$ cat config.mk
export PLATFORM = sky130hd
export DESIGN_NAME = piso_serial_tx
export DESIGN_NICKNAME = d
export VERILOG_FILES = /design/src/rtl/piso_serial_tx.sv
export SDC_FILE = /design/constraint.sdc
export NUM_CORES = 1
export LEC_CHECK = 0
export CAP_MARGIN = 20
export CORE_AREA = 8 8 45 47
export CTS_BUF_LIST = sky130_fd_sc_hd__clkbuf_4
export CTS_CLUSTER_DIAMETER = 80
export DETAILED_ROUTE_END_ITERATION = 16
export DIE_AREA = 0 0 53 55
export PLACE_DENSITY = 0.74
export SETUP_SLACK_MARGIN = 0.2
export SYNTH_ARGS = -nofsm -noshare
export SYNTH_HDL_FRONTEND = slang
export SYNTH_SLANG_ARGS = --single-unit
$ cat constraint.sdc
create_clock -name clk -period 1.56 [get_ports clk]
set_input_delay 0.312 -clock clk [delete_from_list [all_inputs] [get_ports clk]]
set_output_delay 0.312 -clock clk [all_outputs]
set_load 0.02 [all_outputs]
$ cat src/rtl/piso_serial_tx.sv
// Parallel-in/serial-out transmitter: takes a WIDTH-bit word on a valid/ready handshake and
// shifts it out MSB first, one bit per clk. Define PISO_SERIAL_TX_PARITY_EN to append an even-parity bit.
module piso_serial_tx #(
  parameter int   WIDTH      = 5,
  parameter logic IDLE_LEVEL = 1'b1
) (
  input  logic             clk,
  input  logic             clear_n,
  input  logic             load_valid,
  output logic             load_ready,
  input  logic [WIDTH-1:0] data_in,
  output logic             sout,
  output logic             sout_valid,
  output logic             busy,
  output logic             done
);

  localparam int CW = (WIDTH > 1) ? $clog2(WIDTH) : 1;
  localparam logic [CW-1:0] LAST = CW'(WIDTH - 1);

`ifdef PISO_SERIAL_TX_PARITY_EN
  typedef enum logic [1:0] {IDLE, SHIFT, PARITY} state_t;
`else
  typedef enum logic [1:0] {IDLE, SHIFT} state_t;
`endif

  state_t           state, state_nxt;
  logic [WIDTH-1:0] shreg, shreg_nxt;
  logic [CW-1:0]    cnt, cnt_nxt;
  logic             sout_nxt, sout_valid_nxt, busy_nxt, done_nxt;
  logic             finish;

  assign load_ready = (state == IDLE);

  always_ff @(posedge clk or negedge clear_n) begin
    if (!clear_n) begin
      state      <= IDLE;
      shreg      <= '0;
      cnt        <= '0;
      sout       <= IDLE_LEVEL;
      sout_valid <= 1'b0;
      busy       <= 1'b0;
      done       <= 1'b0;
    end else begin
      state      <= state_nxt;
      shreg      <= shreg_nxt;
      cnt        <= cnt_nxt;
      sout       <= sout_nxt;
      sout_valid <= sout_valid_nxt;
      busy       <= busy_nxt;
      done       <= done_nxt;
    end
  end

  // The word is rotated rather than shifted so every captured bit stays live; rotation
  // also preserves the XOR of the word, so parity can be taken at the end of SHIFT.
  always_comb begin
    state_nxt      = state;
    shreg_nxt      = shreg;
    cnt_nxt        = cnt;
    sout_nxt       = sout;
    sout_valid_nxt = sout_valid;
    busy_nxt       = busy;
    done_nxt       = 1'b0;
    finish         = 1'b0;
    case (state)
      IDLE: begin
        if (load_valid) begin
          shreg_nxt      = data_in;
          cnt_nxt        = '0;
          sout_nxt       = data_in[WIDTH-1];
          sout_valid_nxt = 1'b1;
          busy_nxt       = 1'b1;
          state_nxt      = SHIFT;
        end
      end
      SHIFT: begin
        if (cnt == LAST) begin
`ifdef PISO_SERIAL_TX_PARITY_EN
          sout_nxt  = ^shreg;
          state_nxt = PARITY;
`else
          finish    = 1'b1;
`endif
        end else begin
          sout_nxt  = shreg[WIDTH-2];
          shreg_nxt = {shreg[WIDTH-2:0], shreg[WIDTH-1]};
          cnt_nxt   = cnt + CW'(1);
        end
      end
`ifdef PISO_SERIAL_TX_PARITY_EN
      PARITY: finish = 1'b1;
`endif
      default: state_nxt = IDLE;
    endcase

    if (finish) begin
      state_nxt      = IDLE;
      sout_nxt       = IDLE_LEVEL;
      sout_valid_nxt = 1'b0;
      busy_nxt       = 1'b0;
      done_nxt       = 1'b1;
    end
  end

endmodule
==> results.sh <==
export IMPL_power_frac_comb_pct=48.6
export IMPL_power_density_nw_per_um2=2070
export IMPL_floorplan_die_area_um2=2920
export IMPL_drt_drc_violations_left=0
export IMPL_timing_critical_path_depth=1
export IMPL_tritoncts_num_sinks=12
export IMPL_final_max_tran_viols=0
export IMPL_cts_root_buffer_cell="sky130_fd_sc_hd__clkbuf_4"
export IMPL_cts_hold_buffers_added=0
export IMPL_start_util_pct=47.2
export IMPL_max_clock_path_buffers=2
export IMPL_floorplan_io_pins=13
export IMPL_cp_top_family="flip-flops"
export IMPL_power_internal_w=0.000898
export IMPL_via_count_of_the_first_global_routing_pass=521
export IMPL_setup_worst_path_class="reg2out"
export IMPL_ys_warnings_count=0
export IMPL_run_status="finished clean"
export IMPL_grt_max_degree=21
export IMPL_clk_pin_slew_ps=80
export IMPL_post_synth_top_area_cell="sky130_fd_sc_hd__dfrtp_1"
export IMPL_synthTopCellsByArea="sky130_fd_sc_hd__dfrtp_1 42%, sky130_fd_sc_hd__a32oi_1 6.7%, sky130_fd_sc_hd__buf_6 5.2%"
export IMPL_share_clk_of_total_power_pct=13.1
export IMPL_worstSkewPairLatency_ps=280
export IMPL_regToRegStartpoint="cnt[0]"
export IMPL_setup_worst_path_end_class="output pin"
export IMPL_critPathLaunchType="flip-flop"
export IMPL_core_um2=1380
export IMPL_final_replace_weighted_congestion=0.755
export IMPL_worst_path_max_fanout=3
export IMPL_synthesis_nets=73
export IMPL_num_fill_cells=127
export IMPL_timing_critical_path_from="busy"
export IMPL_dp_hpwl_um=992
export IMPL_drtPass1Iterations=4
export IMPL_overflow=0
export IMPL_vias=516
export IMPL_cp_data_required_time_ps=1250
export IMPL_synth_top_flop_cell="sky130_fd_sc_hd__dfrtp_1"
export IMPL_syn_instance_count=63
export IMPL_ys_seq_elements=12
export IMPL_worst_path_arrival_ps=1000
export IMPL_finalInstanceArea_um2=769
export IMPL_drive_gt1_share_pct=19.5
export IMPL_grt_antenna_before_repair=0
export IMPL_cts_tree="built"
export IMPL_max_vdd_ir_drop_uv=1150
export IMPL_grt_first_pass_wirelength_um=2270
export IMPL_asyncSetResetFlopFracSynth_pct=100
export IMPL_wirelength_routed_um=1400
export IMPL_timing_final_crit_period_ps=1310
export IMPL_postCtsSetupBuffers=0
export IMPL_yosysSeqAreaShare_pct=46.2
export IMPL_areaGrowthSynthToFinish_pct=17.8
export IMPL_postPlaceCellArea_um2=754
export IMPL_path_cells="dlygate4sd2_1"
export IMPL_first_iter_violations=4
export IMPL_core_rowCount=14
export IMPL_worstPathBufferInverterCount=1
export IMPL_maximum_level_of_the_cts_h_tree=1
export IMPL_min_path_type="in2async"
export IMPL_setup_violations=0
export IMPL_max_stage_delay_ps=390
export IMPL_post_drt_via_cell_ratio=5.55
export IMPL_synth_enable_flop_cells=0
export IMPL_clock_skew_final_ps=0.305
export IMPL_postSynthAreaPerCell_um2=10.4
export IMPL_yosys_cell_types_count=26
export IMPL_buffers_added_on_ports=12
export IMPL_final_hold_violation_count=0
export IMPL_grt_use_total_pct=10.8
export IMPL_switching_share_pct=43.8
export IMPL_synth_common_cells="11 x sky130_fd_sc_hd__dfrtp_1, 7 x sky130_fd_sc_hd__inv_1, 5 x sky130_fd_sc_hd__a32oi_1, 5 x sky130_fd_sc_hd__nand3_1, 5 x sky130_fd_sc_hd__nand4_1"
export IMPL_cts_inserted_buffers=3
export IMPL_post_synth_top_count_cell="sky130_fd_sc_hd__dfrtp_1"
export IMPL_tightest_slew_ps=374
export IMPL_setup_reg_to_reg_worst_slack_ps=300
export IMPL_layout_worst_path_cycle_share_pct=84.0
export IMPL_worst_r2r_path_depth=5
export IMPL_power_switching_w=0.000699
export IMPL_timing_critical_path_slowest_stage_cell="sky130_fd_sc_hd__dfrtp_1"
export IMPL_diodes=0
export IMPL_max_cap_violations=0
export IMPL_fmax_ghz=0.763
export IMPL_totalNegativeSetupSlack_ps=0
export IMPL_synth_area_um2=653
export IMPL_final_net_count=88
export IMPL_total_leakage_power_nw=0.352
export IMPL_fp_dieH_um=55
export IMPL_relSlewSlack_pct=75.0
export IMPL_rsz_0062_raised_after_global_routing="no"
export IMPL_yosysTopAreaCellShare_pct=42.1
export IMPL_width_of_the_chip_um=53
export IMPL_final_antenna_net_count=0
export IMPL_power_frac_seq_pct=38.3
export IMPL_routedWlPerCell_um=15.0
-- logic make-up (layout without fill, tap and decap cells) --
group / count (synthesis) / count (layout) / share of synthesized area (%)
fa+ha+maj: 2 / 2 / 3.83
flops: 12 / 12 / 46.2
buf+inv: 13 / 27 / 14.0
simple gates: 22 / 22 / 19.9
compound gates: 14 / 14 / 16.1
-- power groups by stage --
stage	Clock (W)	Combinational [W]	Sequential [W]
after floorplan	0	0.000670	0.000611
after global placement	0	0.000809	0.000607
after detailed placement	0	0.000824	0.000618
after CTS	0.000212	0.000787	0.000609
after global routing	0.000228	0.000851	0.000626
final	0.000208	0.000776	0.000612
-- registers in the layout, indices dropped and copies added (netlist names) --
| name | cells |
|---|---|
| done | 1 |
| busy | 1 |
| cnt | 3 |
| state | 1 |
| sout | 1 |
| shreg | 5 |
-- stage by stage --
| stage | hold WS, ps | cells | util, % | setup WS, ps | power (W) |
|---|---|---|---|---|---|
| after floorplan | 16.4 | 63 | - | 315 | 0.00128 |
| after global placement | 505 | 89 | 54.5 | 123 | 0.00142 |
| after detailed placement | 515 | 89 | 54.5 | 93.1 | 0.00144 |
| after CTS | 328 | 93 | 56.1 | 82.1 | 0.00161 |
| after global routing | 346 | 93 | 55.6 | 208 | 0.00171 |
| final | 329 | 93 | 55.6 | 249 | 0.00160 |
-- worst paths after layout --
check / endpoint
setup / recovery: sout_valid
hold / removal: cnt[1]
setup reg to reg: shreg[2]
hold reg to reg: busy
max in group asynchronous: sout
min in group clk: busy
-- metal layers --
| layer | share of wire (%) | vias to the layer above | GRT usage [%] | routed length, µm |
|---|---|---|---|---|
| li1 | - | 254 | - | - |
| met1 | 46 | 242 | 12.4 | 639 |
| met2 | 46 | 15 | 16.4 | 642 |
| met3 | 5.5 | 5 | 4.01 | 77 |
| met4 | 2.8 | 0 | 7.76 | 39 |
| met5 | 0 | - | 0 | 0 |
-- area by class of cell --
| class | instances | area [µm²] | area share, % |
|---|---|---|---|
| flip-flops and latches | 12 | 302 | 39.2 |
| multi-input cells | 38 | 263 | 34.1 |
| repair buffers | 15 | 129 | 16.7 |
| inverters | 8 | 30.0 | 3.90 |
| clock buffers | 3 | 22.5 | 2.93 |
| well taps | 16 | 20.0 | 2.60 |
| clock inverters | 1 | 3.75 | 0.488 |
-- cell usage in the layout, fill, tap and decap left out --
| cell | instances |
|---|---|
| sky130_fd_sc_hd__dfrtp_1 | 11 |
| sky130_fd_sc_hd__inv_1 | 7 |
| sky130_fd_sc_hd__clkdlybuf4s50_1 | 7 |
| sky130_fd_sc_hd__nand3_1 | 5 |
| sky130_fd_sc_hd__nand4_1 | 5 |
| sky130_fd_sc_hd__a32oi_1 | 5 |
| sky130_fd_sc_hd__nand2_1 | 4 |
| sky130_fd_sc_hd__nor2_1 | 3 |
| sky130_fd_sc_hd__clkbuf_4 | 3 |
| sky130_fd_sc_hd__dlygate4sd2_1 | 3 |
| sky130_fd_sc_hd__buf_4 | 3 |
| sky130_fd_sc_hd__a31oi_1 | 2 |
| sky130_fd_sc_hd__clkbuf_2 | 2 |
| sky130_fd_sc_hd__a21oi_1 | 1 |
| sky130_fd_sc_hd__nand4b_1 | 1 |
| sky130_fd_sc_hd__o21ai_0 | 1 |
| sky130_fd_sc_hd__nand2_4 | 1 |
| sky130_fd_sc_hd__and2_1 | 1 |
| sky130_fd_sc_hd__a211oi_1 | 1 |
| sky130_fd_sc_hd__nor2_4 | 1 |
| sky130_fd_sc_hd__and2b_4 | 1 |
| sky130_fd_sc_hd__o21ai_1 | 1 |
| sky130_fd_sc_hd__a32o_1 | 1 |
| sky130_fd_sc_hd__inv_2 | 1 |
| sky130_fd_sc_hd__a21oi_2 | 1 |
| sky130_fd_sc_hd__o211ai_1 | 1 |
| sky130_fd_sc_hd__ha_2 | 1 |
| sky130_fd_sc_hd__ha_1 | 1 |
| sky130_fd_sc_hd__clkinv_1 | 1 |
| sky130_fd_sc_hd__dfstp_2 | 1 |
-- timing repair --
item / CTS / global route
pin swaps: 0 / 0
endpoints found under the setup margin: 5 / 8
gates resized for setup: 6 / 4
(Power assumes the default switching activity.)
